File: src/rtl/uart_tx_driver.sv
// uart_tx_driver: 8N1 UART transmitter with a small byte FIFO.
// Bytes go out LSB first, and each serial bit lasts CLK_DIV clocks.
// Optional feature macro: UART_TX_PARITY_EN. When it is defined, an even parity bit
// is sent between the data bits and the stop bit, giving 8E1 framing.
module uart_tx_driver #(
  parameter int unsigned CLK_DIV    = 16,
  parameter int unsigned FIFO_DEPTH = 4
) (
  input  logic                          clk,
  input  logic                          reset,
  input  logic                          wr_valid,
  input  logic [7:0]                    wr_data,
  output logic                          wr_ready,
  output logic                          tx,
  output logic                          busy,
  output logic [$clog2(FIFO_DEPTH):0]   fifo_count
);

  localparam int unsigned CNT_W = (CLK_DIV >= 2) ? $clog2(CLK_DIV) : 1;
  localparam int unsigned PTR_W = (FIFO_DEPTH >= 2) ? $clog2(FIFO_DEPTH) : 1;
  localparam int unsigned CW    = PTR_W + 1;
  localparam logic [CNT_W-1:0] CNT_LAST = CNT_W'(CLK_DIV - 1);
  localparam logic [CW-1:0]    DEPTH_C  = CW'(FIFO_DEPTH);

  // Reject illegal parameterisations at elaboration time.
  if (CLK_DIV < 2) begin : g_bad_div
    $fatal(1, "uart_tx_driver: CLK_DIV must be at least 2");
  end
  if ((FIFO_DEPTH < 2) || ((FIFO_DEPTH & (FIFO_DEPTH - 1)) != 0)) begin : g_bad_depth
    $fatal(1, "uart_tx_driver: FIFO_DEPTH must be a power of 2 and at least 2");
  end

`ifdef UART_TX_PARITY_EN
  typedef enum logic [2:0] {IDLE, START, DATA, PARITY, STOP} state_t;
`else
  typedef enum logic [1:0] {IDLE, START, DATA, STOP} state_t;
`endif

  logic [7:0]       mem_q [FIFO_DEPTH];
  logic [PTR_W-1:0] wr_ptr_q, rd_ptr_q;
  logic [CW-1:0]    count_q, count_d;
  state_t           state_q;
  logic [CNT_W-1:0] cnt_q;
  logic [2:0]       bit_q;
  logic [7:0]       shift_q;
  logic             tx_q;

  logic push, pop, fifo_nempty, bit_last;

  assign fifo_nempty = (count_q != '0);
  assign bit_last    = (cnt_q == CNT_LAST);
  assign wr_ready    = (count_q != DEPTH_C);
  // A pop never frees room for a write in the same cycle, because wr_ready reads count_q.
  assign push        = wr_valid && wr_ready;
  assign pop         = fifo_nempty && ((state_q == IDLE) || ((state_q == STOP) && bit_last));

  assign tx         = tx_q;
  assign busy       = (state_q != IDLE) || fifo_nempty;
  assign fifo_count = count_q;

  // The next occupancy follows from this cycle's push and pop.
  always_comb begin
    count_d = count_q;
    case ({push, pop})
      2'b10:   count_d = count_q + CW'(1);
      2'b01:   count_d = count_q - CW'(1);
      default: count_d = count_q;
    endcase
  end

  // FIFO storage has no reset because the pointers define which entries are valid.
  always_ff @(posedge clk) begin
    if (push) mem_q[wr_ptr_q] <= wr_data;
  end

  // Update the FIFO pointers and occupancy; the pointers wrap naturally at FIFO_DEPTH.
  always_ff @(posedge clk or negedge reset) begin
    if (!reset) begin
      wr_ptr_q <= '0;
      rd_ptr_q <= '0;
      count_q  <= '0;
    end else begin
      if (push) wr_ptr_q <= wr_ptr_q + PTR_W'(1);
      if (pop)  rd_ptr_q <= rd_ptr_q + PTR_W'(1);
      count_q <= count_d;
    end
  end

  // Frame FSM: it drives tx from a register and holds each bit for CLK_DIV clocks.
  always_ff @(posedge clk or negedge reset) begin
    if (!reset) begin
      state_q <= IDLE;
      cnt_q   <= '0;
      bit_q   <= '0;
      shift_q <= '0;
      tx_q    <= 1'b1;
    end else begin
      case (state_q)
        IDLE: begin
          tx_q <= 1'b1;
          if (fifo_nempty) begin
            shift_q <= mem_q[rd_ptr_q];
            cnt_q   <= '0;
            tx_q    <= 1'b0;
            state_q <= START;
          end
        end
        START: begin
          if (bit_last) begin
            cnt_q   <= '0;
            bit_q   <= '0;
            tx_q    <= shift_q[0];
            state_q <= DATA;
          end else begin
            cnt_q <= cnt_q + CNT_W'(1);
          end
        end
        DATA: begin
          if (bit_last) begin
            cnt_q <= '0;
            if (bit_q == 3'd7) begin
`ifdef UART_TX_PARITY_EN
              tx_q    <= ^shift_q;
              state_q <= PARITY;
`else
              tx_q    <= 1'b1;
              state_q <= STOP;
`endif
            end else begin
              bit_q <= bit_q + 3'd1;
              tx_q  <= shift_q[bit_q + 3'd1];
            end
          end else begin
            cnt_q <= cnt_q + CNT_W'(1);
          end
        end
`ifdef UART_TX_PARITY_EN
        PARITY: begin
          if (bit_last) begin
            cnt_q   <= '0;
            tx_q    <= 1'b1;
            state_q <= STOP;
          end else begin
            cnt_q <= cnt_q + CNT_W'(1);
          end
        end
`endif
        STOP: begin
          if (bit_last) begin
            cnt_q <= '0;
            // When the FIFO still holds data, the next start bit follows with no idle gap.
            if (fifo_nempty) begin
              shift_q <= mem_q[rd_ptr_q];
              tx_q    <= 1'b0;
              state_q <= START;
            end else begin
              tx_q    <= 1'b1;
              state_q <= IDLE;
            end
          end else begin
            cnt_q <= cnt_q + CNT_W'(1);
          end
        end
        default: begin
          tx_q    <= 1'b1;
          state_q <= IDLE;
        end
      endcase
    end
  end

endmodule

File: config.mk
export PLATFORM = sky130hd
export DESIGN_NAME = uart_tx_driver
export DESIGN_NICKNAME = d
export VERILOG_FILES = /design/src/rtl/uart_tx_driver.sv
export SDC_FILE = /design/constraint.sdc
export NUM_CORES = 1
export LEC_CHECK = 0
export BUFFER_PORTS_ARGS = -buffer_cell sky130_fd_sc_hd__clkbuf_2
export CELL_PAD_IN_SITES_DETAIL_PLACEMENT = 1
export CELL_PAD_IN_SITES_GLOBAL_PLACEMENT = 2
export CORE_MARGIN = 2
export CORE_UTILIZATION = 47
export CTS_CLUSTER_DIAMETER = 80
export DETAILED_ROUTE_END_ITERATION = 7
export HOLD_SLACK_MARGIN = 0.08
export PLACE_DENSITY = 0.86
export SETUP_SLACK_MARGIN = 0.5
export SYNTH_ARGS = -nofsm -noshare
export SYNTH_HDL_FRONTEND = slang
export SYNTH_SLANG_ARGS = --single-unit
File: constraint.sdc
create_clock -name clk -period 3.15 [get_ports clk]
set_input_delay 0.4725 -clock clk [delete_from_list [all_inputs] [get_ports clk]]
set_output_delay 0.4725 -clock clk [all_outputs]
set_load 0.1 [all_outputs]
==> impl_results.md <==
* Outcome: finished, final reports clean
* Via density at 5.48
* Clock Tree Buf Depth at 2
* Maxcap violations at 0
* Top cells by area, synth: edfxtp_1 37%, dfrtp_1 23%, mux4_2 8.7%
* GP Congestion at 0.767
* Initial Util at 49.5%
* Slew Limit Fails at 0
* Leakage power at 1.18 nW
* Post-CTS sizing at 0
* Synth Cell Area at 0.00258 mm^2
* Commonest non-fill, non-tap cells in the layout: 32 x edfxtp_1, 21 x dfrtp_1, 16 x clkbuf_2
* IO Port Bufs at 16
* Yosys reg bits at 57
* Post-synth EDFFs at 32
* Met3 wire len at 142 um
* WP data required at 2.68 ns
* Commonest non-fill, non-tap cell in the layout: edfxtp_1
* Die X at 78.1 um
* Yosys top cell area share at 37.3%
* Gate Count Post-Synth at 172
* Layout cells sized above 1 at 28.9%
* RSZ-0062 raised after global routing: false
* CP Max Fanout at 8
* Skew-Pair Late Insertion Delay at 0.33 ns
* Worst path cell trace: inv_1 > ha_1 > nor4b_4 > inv_1 > clkbuf_2
* Clock root cell: clkbuf_8
* Post-Syn Area per Cell at 15.0 um^2
* CTS tree: yes
* Clk slew on worst S/H paths at 0.06 ns
* Critical path endpoint category: output pin
* Arr. time, crit path at 1.97 ns
* Dpl ws at 0.812 ns
* Routed vias at 1485
* WHS at 0.157 ns
* Maximum clock rate at 0.409 GHz
* Cell Pwr Density at 1110 mW/mm^2
* WP buf/inv at 3
* Sequential area share after synthesis at 61.6%
* Met2 WL at 2500 um
* Residual DRC count at 0
* First-pass GRT wire length at 8200 um
* Dominant cell type by area after synthesis: edfxtp_1
* NumNets Final at 221
* Row count at 26
* Post-CTS Setup Bufs at 0
* Final Hold Viols at 0
* Overflow after GRT at 0
* Crit start category: flop
* Largest net degree at the start of global routing at 26
* Avg WL per Cell at 17.5 um
* Min cycle time layout at 2.45 ns
* Slew margin rel. at 56.5%
* Hold/Removal Path Class: input port to asynchronous set/reset pin
* Ports at 17
* Num Clock Sinks at 57
* CP max stage delay at 0.44 ns
* Ys Warns at 0
* Initial antenna violation count at 0
* Final setup violation count at 0
* Die Ht at 78.1 um
* Net Count, Synth at 197
* Layout area overhead at 15.5%
* Clk_skew at 0.00858 ns
* Top layer in use: met4
* GRT Overall Usage at 18.1%
* VDD IR max at 586 uV
* Final TNS setup at 0 ns
* Post-route ant nets at 0
* Worst setup path category: flop to output pin
* Hold-fix buffers, CTS at 0
* # diodes at 0
* Synth unique cells at 40
* Vias in the first global route at 1681
* Number of CTS-inserted buffers at 9
* Detailed Routing Iterations Pass 1 at 4
* H-Tree Level Count at 3
* Tightest Pin Transition at 0.652 ns
* Die area at 0.00609 mm^2
* Routed WL at 4730 um
* Met1 wire length at 2020 um
* DR iter-0 viols at 66
* Async set-reset flop share out of synthesis at 43.9%
* Crit-path slowest cell: dfrtp_1
* HPWL after DPL at 3370 um
* Setup ws final at 0.704 ns
* Top delay family on crit path: buffers and inverters
* Core area at 0.00520 mm^2
* Main synth FF type: edfxtp_1
* CP dominant cell by count: inv_1
* Final period utilization at 77.6%
[path summary, 6_finish.rpt]
path                          startpoint            end  slack, ns  cells past startpoint
setup / recovery              state_q[0]           busy       0.70                      5
setup reg to reg           fifo_count[0]  fifo_count[2]       0.83                      7
max in group asynchronous          reset  fifo_count[0]       2.50                      1
hold reg to reg                       tx             tx       0.49                      2
hold / removal                     reset       bit_q[2]       0.16                      1
min in group clk              wr_data[7]    mem_q[3][7]       0.35                      1
[cell families (layout without fill, tap and decap cells)]
family                     Yosys count  count (layout)  synth area share [%]
xor gates and xnor gates             6               6                  2.04
muxes                               21              21                  13.5
DFF                                 57              57                  61.6
adders and majority gates           14              14                  7.09
AOI/OAI and AO/OA                   24              24                  6.02
and+or+nand+nor                     40              40                  8.25
buffers and inverters               10              39                  1.50
[layer usage]
metal	global-route usage [%]	vias up
li1	-	698
met1	22.6	761
met2	30.0	20
met3	4.83	6
met4	7.37	0
met5	0	-
[per-stage QoR]
step / instance area [um^2] / instances / util (%) / total power, mW
floorplan: 2590 / 172 / - / 2.23
global placement: 2740 / 255 / 52.7 / 2.44
detailed placement: 2740 / 255 / 52.7 / 2.51
CTS: 2980 / 271 / 57.2 / 3.34
global route: 2980 / 271 / 57.2 / 3.52
finish: 2980 / 271 / 57.2 / 3.30
[final cells by class]
class                           instances  area, um^2
Inverter                                7        26.3
Clock buffer                           10         128
Multi-Input combinational cell        105         953
Fill cell                             492        2230
Clock inverter                          6         108
Sequential cell                        57        1590
Tap cell                               70        87.6
Timing Repair Buffer                   16        80.1
[power breakdown]
group          switching [mW]  leakage, nW  internal (mW)
registers               0.217        0.594           1.04
clock network           0.288        0.116          0.523
logic                   0.718        0.467          0.510
[synth_stat cells (2+ instances only)]
master	instances
a21oi_1	2
a22oi_1	2
and3_1	5
dfrtp_1	24
edfxtp_1	32
ha_1	13
inv_1	6
mux2_1	2
mux2_2	8
mux4_2	10
nand2_1	13
nand4_1	2
nor2_1	8
nor3_1	4
o21ai_1	11
o22ai_1	2
xnor2_1	4
xor2_1	2
[registers in the layout (all words and copies together), names as in the netlist]
signal and flops:
wr_ptr_q 2, mem_q 32, rd_ptr_q 2, cnt_q 4, tx 1, state_q 2
shift_q 8, fifo_count 3, bit_q 3
(Power assumes the default switching activity.)
